[src/rtl/mem_access_stage_if.sv]
// Data-memory bus between the MEM stage (master) and the memory or its model (slave).
interface mem_access_stage_if;
  logic        req;
  logic        we;
  logic [31:0] addr;
  logic [31:0] wdata;
  logic [3:0]  be;
  logic        ready;
  logic [31:0] rdata;

  modport master (output req, we, addr, wdata, be, input ready, rdata);
  modport slave  (input req, we, addr, wdata, be, output ready, rdata);
endinterface

[src/rtl/mem_access_stage.sv]
// MEM stage: drives the data bus for loads/stores, extends load data, registers MEM/WB.
// Zero-wait access completes in 1 cycle; slow memory stalls upstream until ready or timeout.
module mem_access_stage #(
  parameter int TIMEOUT_CYCLES = 16
) (
  input  logic        clk_i,
  input  logic        rst_i,
  input  logic        RegWrite_i,
  input  logic [1:0]  ResultSrc_i,
  input  logic        MemWrite_i,
  input  logic [2:0]  funct3_i,
  input  logic [31:0] ALUResult_i,
  input  logic [31:0] WriteData_i,
  input  logic [31:0] PCPlus4_i,
  input  logic [31:0] ImmExt_i,
  input  logic [4:0]  Rd_i,
  mem_access_stage_if.master dmem,
  output logic        stall_mem_o,
  output logic        wb_RegWrite_o,
  output logic [1:0]  wb_ResultSrc_o,
  output logic [31:0] wb_ReadData_o,
  output logic [31:0] wb_ALUResult_o,
  output logic [31:0] wb_PCPlus4_o,
  output logic [31:0] wb_ImmExt_o,
  output logic [4:0]  wb_Rd_o,
  output logic        mem_err_o
);
  localparam int CW = $clog2(TIMEOUT_CYCLES + 1);
  localparam logic [CW-1:0] LAST = CW'(TIMEOUT_CYCLES - 1);

  typedef enum logic {S_IDLE, S_WAIT} state_t;

  typedef struct packed {
    logic        reg_write;
    logic [1:0]  result_src;
    logic [31:0] read_data;
    logic [31:0] alu_result;
    logic [31:0] pc_plus4;
    logic [31:0] imm_ext;
    logic [4:0]  rd;
  } wb_t;

  state_t        state_q, state_d;
  logic [CW-1:0] cnt_q, cnt_d;
  wb_t           wb_q, wb_d;
  logic          err_q, err_d;

  logic        is_load, is_store, access, f3_ok, misaligned, good;
  logic        req_c, stall_c, complete, timeout, capture;
  logic [3:0]  be_c;
  logic [31:0] wdata_c, rshift, load_ext;
  logic [15:0] half_sel;

  assign is_load  = (ResultSrc_i == 2'b01);
  assign is_store = MemWrite_i;
  assign access   = is_load | is_store;
  assign f3_ok    = is_store ? (funct3_i inside {3'b000, 3'b001, 3'b010})
                             : (funct3_i inside {3'b000, 3'b001, 3'b010, 3'b100, 3'b101});
  assign misaligned = ((funct3_i[1:0] == 2'b01) && ALUResult_i[0]) ||
                      ((funct3_i[1:0] == 2'b10) && (ALUResult_i[1:0] != 2'b00));
  assign good = access & f3_ok & ~misaligned;

  always_comb begin
    be_c    = 4'b1111;
    wdata_c = WriteData_i;
    case (funct3_i[1:0])
      2'b00: begin
        be_c    = 4'b0001 << ALUResult_i[1:0];
        wdata_c = {4{WriteData_i[7:0]}};
      end
      2'b01: begin
        be_c    = ALUResult_i[1] ? 4'b1100 : 4'b0011;
        wdata_c = {2{WriteData_i[15:0]}};
      end
      default: ;
    endcase
  end

  assign rshift   = dmem.rdata >> {ALUResult_i[1:0], 3'b000};
  assign half_sel = ALUResult_i[1] ? dmem.rdata[31:16] : dmem.rdata[15:0];

  always_comb begin
    case (funct3_i)
      3'b000:  load_ext = {{24{rshift[7]}}, rshift[7:0]};
      3'b100:  load_ext = {24'b0, rshift[7:0]};
      3'b001:  load_ext = {{16{half_sel[15]}}, half_sel};
      3'b101:  load_ext = {16'b0, half_sel};
      default: load_ext = dmem.rdata;
    endcase
  end

  // The timeout cycle keeps req up so a late ready still completes; stall drops so the bubble retires.
  always_comb begin
    state_d  = state_q;
    cnt_d    = cnt_q;
    req_c    = 1'b0;
    stall_c  = 1'b0;
    complete = 1'b0;
    timeout  = 1'b0;
    case (state_q)
      S_IDLE: begin
        if (good) begin
          req_c = 1'b1;
          if (dmem.ready) begin
            complete = 1'b1;
          end else begin
            stall_c = 1'b1;
            cnt_d   = '0;
            state_d = S_WAIT;
          end
        end
      end
      S_WAIT: begin
        req_c = 1'b1;
        if (dmem.ready) begin
          complete = 1'b1;
          state_d  = S_IDLE;
        end else if (cnt_q == LAST) begin
          timeout = 1'b1;
          state_d = S_IDLE;
        end else begin
          stall_c = 1'b1;
          cnt_d   = cnt_q + 1'b1;
        end
      end
    endcase
  end

  assign capture = ((state_q == S_IDLE) & ~access) | complete;

  always_comb begin
    wb_d = '0;
    if (capture) begin
      wb_d.reg_write  = RegWrite_i;
      wb_d.result_src = ResultSrc_i;
      wb_d.read_data  = is_load ? load_ext : 32'b0;
      wb_d.alu_result = ALUResult_i;
      wb_d.pc_plus4   = PCPlus4_i;
      wb_d.imm_ext    = ImmExt_i;
      wb_d.rd         = Rd_i;
    end
    err_d = ((state_q == S_IDLE) & access & ~good) | timeout;
  end

  always_ff @(posedge clk_i or posedge rst_i) begin
    if (rst_i) begin
      state_q <= S_IDLE;
      cnt_q   <= '0;
      wb_q    <= '0;
      err_q   <= 1'b0;
    end else begin
      state_q <= state_d;
      cnt_q   <= cnt_d;
      wb_q    <= wb_d;
      err_q   <= err_d;
    end
  end

  // Reset gates the combinational outputs so an aborted access disappears immediately.
  assign dmem.req    = req_c & ~rst_i;
  assign dmem.we     = is_store;
  assign dmem.addr   = {ALUResult_i[31:2], 2'b00};
  assign dmem.wdata  = wdata_c;
  assign dmem.be     = is_store ? be_c : 4'b0000;
  assign stall_mem_o = stall_c & ~rst_i;

  assign wb_RegWrite_o  = wb_q.reg_write;
  assign wb_ResultSrc_o = wb_q.result_src;
  assign wb_ReadData_o  = wb_q.read_data;
  assign wb_ALUResult_o = wb_q.alu_result;
  assign wb_PCPlus4_o   = wb_q.pc_plus4;
  assign wb_ImmExt_o    = wb_q.imm_ext;
  assign wb_Rd_o        = wb_q.rd;
  assign mem_err_o      = err_q;
endmodule
[src/flat_wrapper.sv]
// flat-port wrapper written by rule: the top's interface ports become plain ports
module mem_access_stage_flat 
#(
  parameter int TIMEOUT_CYCLES = 16
)
  (clk_i, rst_i, RegWrite_i, ResultSrc_i, MemWrite_i, funct3_i, ALUResult_i, WriteData_i, PCPlus4_i, ImmExt_i, Rd_i, stall_mem_o, wb_RegWrite_o, wb_ResultSrc_o, wb_ReadData_o, wb_ALUResult_o, wb_PCPlus4_o, wb_ImmExt_o, wb_Rd_o, mem_err_o, dmem_req, dmem_we, dmem_addr, dmem_wdata, dmem_be, dmem_ready, dmem_rdata);
  mem_access_stage_if dmem_i ();
  input  logic clk_i;
  input  logic rst_i;
  input  logic RegWrite_i;
  input  logic [1:0] ResultSrc_i;
  input  logic MemWrite_i;
  input  logic [2:0] funct3_i;
  input  logic [31:0] ALUResult_i;
  input  logic [31:0] WriteData_i;
  input  logic [31:0] PCPlus4_i;
  input  logic [31:0] ImmExt_i;
  input  logic [4:0] Rd_i;
  output logic stall_mem_o;
  output logic wb_RegWrite_o;
  output logic [1:0] wb_ResultSrc_o;
  output logic [31:0] wb_ReadData_o;
  output logic [31:0] wb_ALUResult_o;
  output logic [31:0] wb_PCPlus4_o;
  output logic [31:0] wb_ImmExt_o;
  output logic [4:0] wb_Rd_o;
  output logic mem_err_o;
  output wire logic [$bits(dmem_i.req)-1:0] dmem_req;
  output wire logic [$bits(dmem_i.we)-1:0] dmem_we;
  output wire logic [$bits(dmem_i.addr)-1:0] dmem_addr;
  output wire logic [$bits(dmem_i.wdata)-1:0] dmem_wdata;
  output wire logic [$bits(dmem_i.be)-1:0] dmem_be;
  input wire logic [$bits(dmem_i.ready)-1:0] dmem_ready;
  input wire logic [$bits(dmem_i.rdata)-1:0] dmem_rdata;
  assign dmem_req = dmem_i.req;
  assign dmem_we = dmem_i.we;
  assign dmem_addr = dmem_i.addr;
  assign dmem_wdata = dmem_i.wdata;
  assign dmem_be = dmem_i.be;
  assign dmem_i.ready = dmem_ready;
  assign dmem_i.rdata = dmem_rdata;
  mem_access_stage #(.TIMEOUT_CYCLES(TIMEOUT_CYCLES)) u_core (.clk_i(clk_i), .rst_i(rst_i), .RegWrite_i(RegWrite_i), .ResultSrc_i(ResultSrc_i), .MemWrite_i(MemWrite_i), .funct3_i(funct3_i), .ALUResult_i(ALUResult_i), .WriteData_i(WriteData_i), .PCPlus4_i(PCPlus4_i), .ImmExt_i(ImmExt_i), .Rd_i(Rd_i), .dmem(dmem_i), .stall_mem_o(stall_mem_o), .wb_RegWrite_o(wb_RegWrite_o), .wb_ResultSrc_o(wb_ResultSrc_o), .wb_ReadData_o(wb_ReadData_o), .wb_ALUResult_o(wb_ALUResult_o), .wb_PCPlus4_o(wb_PCPlus4_o), .wb_ImmExt_o(wb_ImmExt_o), .wb_Rd_o(wb_Rd_o), .mem_err_o(mem_err_o));
endmodule
[config.mk]
export PLATFORM = sky130hd
export DESIGN_NAME = mem_access_stage_flat
export DESIGN_NICKNAME = d
export VERILOG_FILES = /design/src/rtl/mem_access_stage_if.sv /design/src/rtl/mem_access_stage.sv /design/src/flat_wrapper.sv
export SDC_FILE = /design/constraint.sdc
export NUM_CORES = 1
export LEC_CHECK = 0
export CORE_AREA = 2 2 150 152
export CTS_CLUSTER_SIZE = 14
export DETAILED_ROUTE_END_ITERATION = 8
export DIE_AREA = 0 0 152 154
export GPL_TIMING_DRIVEN = 1
export SETUP_SLACK_MARGIN = 0.05
export SYNTH_ARGS = -nofsm -noshare
export SYNTH_HDL_FRONTEND = slang
export SYNTH_SLANG_ARGS = --single-unit
[constraint.sdc]
create_clock -name clk_i -period 18.5 [get_ports clk_i]
set_input_delay 5.55 -clock clk_i [delete_from_list [all_inputs] [get_ports clk_i]]
set_output_delay 5.55 -clock clk_i [all_outputs]
set_load 0.02 [all_outputs]
# == Word level (Yosys, flattened, before mapping) ==
# Index checks and enable logic that the tools add are counted.
# classes
add_sub_neg,1
n_mul,0
n_div,0
magnitude_cmp,0
n_eq_ne,12
shift,2
muxes,27
bitwise_logic,15
reduce_logical,9
# ops
op,count
$mux W136,1
$pmux W32 S4,1
$pmux W32 S2,1
$mux W32,1
$shr A32 B5 Y8,1
$mux W5,4
$mux W16,1
$mux W1,11
$pmux W5 S2,1
$mux W4,2
$pmux W4 S2,1
$and A1 B1 Y1,7
$eq A3 B3 Y1 const B,2
$ne A2 B2 Y1 const B,3
$pmux W1 S2,3
$add A5 B1 Y5 const B,1
$eq A5 B4 Y1 const B,1
$not A1 Y1,5
$reduce_bool A5 Y1,1
$eq A2 B1 Y1 const B,2
$reduce_and A4 Y1,1
$shl A1 B2 Y4 const A,1
$eq A3 B1 Y1 const B,1
$eq A3 B2 Y1 const B,1
9 further kinds,12
# totals
reg_bits,143
latchBits,0
mem_bits_rw,0
mem_bits_ro,0
in_bits,175
output_inout_bits,208
word_cells,76
n_memories,0

# == Longest topological paths before layout ==
# Gate-level depths: netlist of run 1.
# depth
word_depth,9
ltp_mapped,8
mapped_depth_nobuf,7

# == Least setup slack after synthesis of run 1 ==
# OpenSTA, ideal clock, no wires.
# synth_timing
kind,input port to output port
startpoint,in rst_i
endpoint,out stall_mem_o
arrival_time_ps,9067
slack_ps,3883
cell_stages,2
path_buffers,0
cell_sequence,inv_1 a31o_2
# synth_between
elab_chain_len,2
# synth_lines
item,line,rtl
"start, declared",flat_wrapper.sv:9,input logic rst_i;
$not A1 Y1,mem_access_stage.sv:165,assign stall_mem_o = stall_c & ~rst_i;
$and A1 B1 Y1,mem_access_stage.sv:165,
"end, declared",flat_wrapper.sv:19,output logic stall_mem_o;
# Every way passes these cells.

# == Worst setup path in the final report of run 1 ==
# layout_timing
startpoint,in ALUResult_i[1]
endpoint,out stall_mem_o
# layout_between
elab_chain_len,8
# layout_lines
item,line,rtl
"start, declared",flat_wrapper.sv:14,input logic [31:0] ALUResult_i;
$reduce_bool A2 Y1,mem_access_stage.sv:60,((funct3_i[1:0] == 2'b10) && (ALUResult_i[1:0] != 2'b00));
$logic_and A1 B1 Y1,mem_access_stage.sv:60,
$logic_or A1 B1 Y1,mem_access_stage.sv:59,assign misaligned = ((funct3_i[1:0] == 2'b01) && ALUResult_i[0]) ||
$not A1 Y1,mem_access_stage.sv:61,assign good = access & f3_ok & ~misaligned;
$and A1 B1 Y1,mem_access_stage.sv:61,
$mux W1,mem_access_stage.sv:102,if (good) begin
$pmux W1 S2,mem_access_stage.sv:100,case (state_q)
$and A1 B1 Y1,mem_access_stage.sv:165,
# Every way passes these cells.

==> results of run 1 <==
==> state kept, by name (all words and copies together), names as in the netlist <==
| name | flops |
|---|---|
| u_core.wb_ALUResult_o | 32 |
| u_core.wb_ImmExt_o | 32 |
| u_core.wb_PCPlus4_o | 32 |
| u_core.wb_ReadData_o | 32 |
| u_core.cnt_q | 5 |
| u_core.wb_Rd_o | 5 |
| u_core.wb_ResultSrc_o | 2 |
| u_core.mem_err_o | 1 |
| u_core.state_q | 1 |
| u_core.wb_RegWrite_o | 1 |
==> stage by stage <==
step / worst slack, ns / power [uW]
floorplan: 3.88 / 475
global placement: 4.72 / 591
detailed placement: 4.73 / 593
global route: 4.51 / 971
CTS: 4.73 / 943
finish: 4.75 / 928
==> worst reg2reg max path, delay by kind of cell (launching register included) <==
kind                   cells  cell delay (ns)
AOI/OAI and AO/OA          1             0.16
buffers and inverters      2             1.05
and+or+nand+nor            2             0.66
DFF                        1             0.54
==> synthesized netlist by cell type, types with 2 or more instances <==
library cell	count	share of area
mux2i_1	8	0.013
o21ai_0	24	0.020
inv_1	29	0.018
mux4_2	2	0.0074
nor2_1	18	0.011
mux2_2	21	0.039
a222oi_1	6	0.0099
clkbuf_1	9	0.0056
or3_1	2	0.0021
ha_1	2	0.0041
a21oi_1	20	0.017
dfrtp_1	143	0.59
a221oi_1	7	0.010
a22oi_1	6	0.0074
buf_6	6	0.011
o21a_1	3	0.0037
a22o_1	2	0.0029
nand2b_1	7	0.0072
o22ai_1	2	0.0021
nor3_1	4	0.0033
buf_4	42	0.052
buf_2	11	0.0091
a31o_2	2	0.0029
nor2b_1	106	0.11
nand2_1	23	0.014
==> worst paths after layout <==
kind	slack [ns]	endpoint	cells past startpoint	startpoint
worst max-delay path	4.75	stall_mem_o	6	ALUResult_i[1]
worst min-delay path	0.52	u_core.cnt_q[4]	2	u_core.cnt_q[4]
worst max register to register	15.93	u_core.wb_ImmExt_o[1]	5	u_core.state_q
worst min register to register	0.52	u_core.cnt_q[4]	2	u_core.cnt_q[4]
max in group asynchronous	11.48	u_core.wb_ALUResult_o[25]	3	rst_i
min in group asynchronous	5.63	u_core.cnt_q[4]	2	rst_i
==> layer usage <==
metal,global-route usage,wire (um),vias up,share of wire
met3,0.0696,1840,25,0.088
met1,0.191,7960,2360,0.38
met4,0.0623,494,2,0.024
met5,0,16,-,0.00077
met2,0.310,10500,282,0.51
li1,-,-,2355,-
==> cell type report <==
cell class,count,area [um^2],area share
Tap cell,280,350,0.0338
Multi-Input combinational cell,282,1900,0.183
Inverter,29,114,0.0110
Sequential cell,143,3580,0.346
Clock buffer,21,450,0.0435
Clock inverter,10,136,0.0132
Timing Repair Buffer,384,3830,0.370
==> cells by family after synthesis <==
group	count (synthesis)
other cells	1
buf+inv	98
fa+ha+maj	2
compound gates	81
mux	31
simple gates	166
flops	143
==> report_power, final <==
group          switching (uW)  internal [uW]  total, uW
sequential               12.9            340        353
clock                     128            215        343
combinational             113            118        231
total                     254            673        928
==> metrics.md, run 1 <==
| Metric | Value |
|---|---|
| Clock Skews | `0.0138 ns` |
| Most frequent cells in the layout | `clkdlybuf4s50_1, dfrtp_1, nor2b_1` |
| DR WL/cell | `18.1 um` |
| Largest family of logic cells by synthesized area | `simple AND/OR/NAND/NOR gates` |
| Iter 0 DRT Violations | `191` |
| DRC | `0` |
| Placed Cells | `1118` |
| Clock tree buffer depth | `2` |
| Total gr overflow | `0` |
| Least-Margin Pin Slew | `1.14 ns` |
| DRT antenna net count | `0` |
| FF+latch count, synth | `143` |
| Initial antenna violation count | `1` |
| Fmax | `72.7 MHz` |
| CP endpoint kind | `output pin` |
| Pwr per Cell Area | `89.6 nW/um^2` |
| Routability congestion estimate | `0.777` |
| DR pass1 iterations | `4` |
| Post-CTS Setup Bufs | `0` |
| Largest net degree at the start of global routing | `76` |
| Initial Utilization | `0.279` |
| Relative slew margins | `0.240` |
| Fraction of the mapped netlist area in adder cells | `0.00414` |
| GRT Util Overall | `0.175` |
| Antenna cells | `0` |
| Fin. Hold Viols | `0` |
| Count of cell types in the netlist | `42` |
| Fin crit share | `0.743` |
| Most common cell after layout, fill and taps aside | `clkdlybuf4s50_1` |
| Clock slew at reported path FFs | `0.06 ns` |
| Required @ worst endpoint | `12.95 ns` |
| Syn-to-layout area delta | `71.2%` |
| Die H | `154 um` |
| Final min period | `13.75 ns` |
| CP Buf/Inv Count | `2` |
| Core area | `21700 um^2` |
| RSZ-0062 raised after global routing | `false` |
| Routed vias/inst | `4.37` |
| Synthesized area | `6050 um^2` |
| Clock Latency Late Sink | `0.41 ns` |
| Peak supply drop | `0.0608 mV` |
| Dpl hpwl | `16000 um` |
| Final wirelength | `20800 um` |
| Slew Limit Fails | `0` |
| Wire length of the first global-routing pass | `31300 um` |
| Placed Area | `9770 um^2` |
| Top cell by count, worst path | `clkdlybuf4s50_1` |
| Simple-gate share of the synthesized area | `0.156` |
| Leak | `0.00444 uW` |
| Post-layout util | `0.478` |
| Hold-fix buffers, CTS | `0` |
| Post_cts resized | `0` |
| Setup crit start kind | `input port` |
| Main synth FF type | `dfrtp_1` |
| Layout fillers | `1982` |
| Share of post-route cells with drive strength above 1 | `0.0759` |
| Site row count | `54` |
| Number of global-route vias before repair | `5338` |
| Final setup vio count | `0` |
| Non-Filler Instances | `1149` |
| Hold_ws | `0.523 ns` |
| Sink Count | `143` |
| Max H-tree Level | `4` |
| Maxcap violations | `0` |
| Synth Area in Compound Gates | `0.0912` |
| Mean Syn Cell Area | `11.6 um^2` |
| Register area share after synthesis | `0.592` |
| Final net count | `1034` |
| TNS Setup | `0 ns` |
| TritonCTS Buffers | `17` |
| Top delay family on crit path | `buffers and inverters` |
| Syn Inst Count | `522` |
| Die width | `152 um` |
| Worst Path Arrival | `8.20 ns` |
| Xor and xnor area share after synthesis | `0` |
| Crit-path cells | `clkdlybuf4s50_1, o21ai_0, a21oi_1, nor3_2, a31o_2, clkdlybuf4s50_1` |
| CP Max Fanout | `24` |
| Worst hold path class | `reg2reg` |
| Async S/R FF share, synth | `1.00` |
| Post-synth EDFFs | `0` |
| Clock root cell | `clkbuf_16` |
| I/O pin count | `383` |
| Critical path type | `in2out` |
| Crit path largest cell delay | `0.87 ns` |
| Post-synthesis mux area share | `0.0598` |
| Syn. warnings | `0` |
| Crit-path slowest cell | `clkdlybuf4s50_1` |
| Die ar. | `23400 um^2` |
| CTS tree | `done` |
| Finished Cell Area | `10400 um^2` |
| Outcome | `complete, no violations` |
| Vias | `5024` |
| I/O Buffers | `380` |
No activity file was read; power rests on OpenSTA's default activity.
==> run 2, diff against run 1 <==
--- a/config.mk
+++ b/config.mk
@@ -5,11 +5,12 @@
 export SDC_FILE = /design/constraint.sdc
 export NUM_CORES = 1
 export LEC_CHECK = 0
-export CORE_AREA = 2 2 150 152
+export CORE_AREA = 2 2 147 149
 export CTS_CLUSTER_SIZE = 14
 export DETAILED_ROUTE_END_ITERATION = 8
-export DIE_AREA = 0 0 152 154
+export DIE_AREA = 0 0 149 151
 export GPL_TIMING_DRIVEN = 1
+export PLACE_DENSITY = 0.69
 export SETUP_SLACK_MARGIN = 0.05
 export SYNTH_ARGS = -nofsm -noshare
 export SYNTH_HDL_FRONTEND = slang
==> constraint.sdc (replaced) <==
create_clock -name clk_i -period 11.3 [get_ports clk_i]
set_input_delay 3.39 -clock clk_i [delete_from_list [all_inputs] [get_ports clk_i]]
set_output_delay 3.39 -clock clk_i [all_outputs]
set_load 0.02 [all_outputs]
==> metrics.md, run 2 (synthesis gave the netlist of run 1 again) <==
| Metric | Value |
|---|---|
| Final min period | `9.29 ns` |
| Routability congestion estimate | `0.850 (+9.4%)` |
| Required @ worst endpoint | `7.91 ns (-5.04 ns)` |
| Initial Utilization | `0.291 (+0.0116)` |
| DRT antenna net count | `0 (unchanged)` |
| Worst hold path startpoint | `u_core.cnt_q[4]` |
| I/O pin count | `383 (unchanged)` |
| Critical Path Source | `funct3_i[1]` |
| Worst hold path class | `reg2reg` |
| GRT Util Overall | `0.174 (-0.00156)` |
| Fin crit share | `0.822` |
| Critical path type | `in2out` |
| CP endpoint kind | `output pin` |
| TNS Setup | `0 ns (unchanged)` |
| Outcome | `complete, no violations` |
| Number of global-route vias before repair | `5136 (-3.8%)` |
| CP Max Fanout | `59 (+150%)` |
| Peak supply drop | `0.0895 mV (+47%)` |
| Least-Margin Pin Slew | `1.12 ns (-0.0138 ns)` |
| Fin. Hold Viols | `0 (unchanged)` |
| Hold-fix buffers, CTS | `0 (unchanged)` |
| Core area | `20800 um^2 (-4.0%)` |
| Setup crit start kind | `input port` |
| Wire length of the first global-routing pass | `29300 um (-6.6%)` |
| Maxcap violations | `0 (unchanged)` |
| Max H-tree Level | `4 (unchanged)` |
| Pwr per Cell Area | `148 nW/um^2 (+65%)` |
| DR pass1 iterations | `5 (+1)` |
| Final setup vio count | `0 (unchanged)` |
| RSZ-0062 raised after global routing | `false` |
| Register-to-Register Path Depth | `4 (-1)` |
| Worst Path Arrival | `5.90 ns (-2.30 ns)` |
| Post-CTS Setup Bufs | `0 (unchanged)` |
| Most frequent cells in the layout | `clkdlybuf4s50_1, dfrtp_1, nor2b_1` |
| Most common cell after layout, fill and taps aside | `clkdlybuf4s50_1` |
| Final wirelength | `19900 um (-4.4%)` |
| Post_cts resized | `0 (unchanged)` |
| Largest net degree at the start of global routing | `77 (+1.3%)` |
| Reg2reg end | `u_core.wb_ALUResult_o[30]` |
| DR WL/cell | `17.4 um (-4.1%)` |
| Dpl hpwl | `15200 um (-4.9%)` |
| Clock Latency Late Sink | `0.42 ns (about the same)` |
| Final net count | `1034 (unchanged)` |
| Fmax | `108 MHz` |
| Vias | `5001 (-0.46%)` |
| Site row count | `53 (-1.9%)` |
| Relative slew margins | `0.249 (+0.00921)` |
| Placed Cells | `1113 (-0.45%)` |
| Worst Hold Path EP | `u_core.cnt_q[4]` |
| Max Used Layer | `met4` |
| WHS Path Cells | `2 (unchanged)` |
| Clock tree buffer depth | `2 (unchanged)` |
| Die ar. | `22500 um^2 (-3.9%)` |
| Met2 WL | `10500 um (about the same)` |
| Sink Count | `143 (unchanged)` |
| Syn-to-layout area delta | `71.5%` |
| FF-to-FF setup slack | `8.45 ns (-7.48 ns)` |
| Clock slew at reported path FFs | `0.06 ns (about the same)` |
| Die width | `149 um (-2.0%)` |
| Leak | `0.00443 uW (-0.12%)` |
| Clock root cell | `clkbuf_16` |
| Initial antenna violation count | `0 (-1)` |
| Routed vias/inst | `4.37 (-0.11%)` |
| Total gr overflow | `0 (unchanged)` |
| Slew Limit Fails | `0 (unchanged)` |
| Non-Filler Instances | `1145 (-0.35%)` |
| Crit Reg-Reg Startpoint | `u_core.state_q` |
| DRC | `0 (unchanged)` |
| Met1 wire length | `7590 um (-4.6%)` |
| Share of post-route cells with drive strength above 1 | `0.0793 (+0.00336)` |
| CTS tree | `done` |
| Die H | `151 um (-1.9%)` |
| TritonCTS Buffers | `17 (unchanged)` |
| Clock Skews | `0.00746 ns (-0.00639 ns)` |
| Antenna cells | `0 (unchanged)` |
| I/O Buffers | `380 (unchanged)` |
| Iter 0 DRT Violations | `172 (-9.9%)` |
| Metal3 WL | `1610 um (-12%)` |
## run 2: cell count changes in the layout (fill, tap and decap cells not counted)
cell,previous run,this run
clkbuf_8,1,0
clkbuf_1,3,1
clkinv_2,4,1
inv_8,0,1
inv_6,3,5
clkinvlp_4,0,4
## run 2: stage by stage
stage	area, um^2	power (uW)	setup WS (ns)	hold slack [ns]	utilization
after floorplan	6050	778	1.00	0.489	-
after global placement	9760	963	2.08	0.508	0.469
after detailed placement	9760	968	2.01	0.514	0.469
after CTS	10400	1550	2.01	0.529	0.498
after global routing	10400	1610	1.84	0.586	0.498
final	10400	1530	2.01	0.524	0.498
## run 2: worst max path at each step
stage | endpoint
finish | stall_mem_o
floorplan | stall_mem_o
CTS | stall_mem_o
detailed placement | stall_mem_o
global route | stall_mem_o
global placement | stall_mem_o
## run 2: final cells by class
| cell class | count | area, um^2 |
|---|---|---|
| fillers | 1942 | 10500 |
| repair buffers | 384 | 3830 |
| flip-flops and latches | 143 | 3580 |
| multi-input cells | 282 | 1900 |
| clock buffers | 18 | 429 |
| well taps | 275 | 344 |
| clock inverters | 14 | 180 |
| inverters | 29 | 114 |
## run 2: worst max-delay path, stage by stage
cell and delay [ns]:
buf_2 0.44, nor2_2 0.64, a21oi_1 0.13, nor3_2 0.44, a31o_2 0.23, clkdlybuf4s50_1 0.61
## run 2: power by group
part	internal (uW)	total, uW	leakage, uW	switching [uW]
Sequential	556	577	0.00187	20.3
Combinational	193	378	0.00227	185
Clock	351	580	0.000286	228
Total	1100	1530	0.00443	433
## run 2: per-layer routing
metal,up-vias,track usage
met3,14,0.0590
met2,254,0.316
met4,0,0.0438
met1,2386,0.195
li1,2347,-
met5,-,0
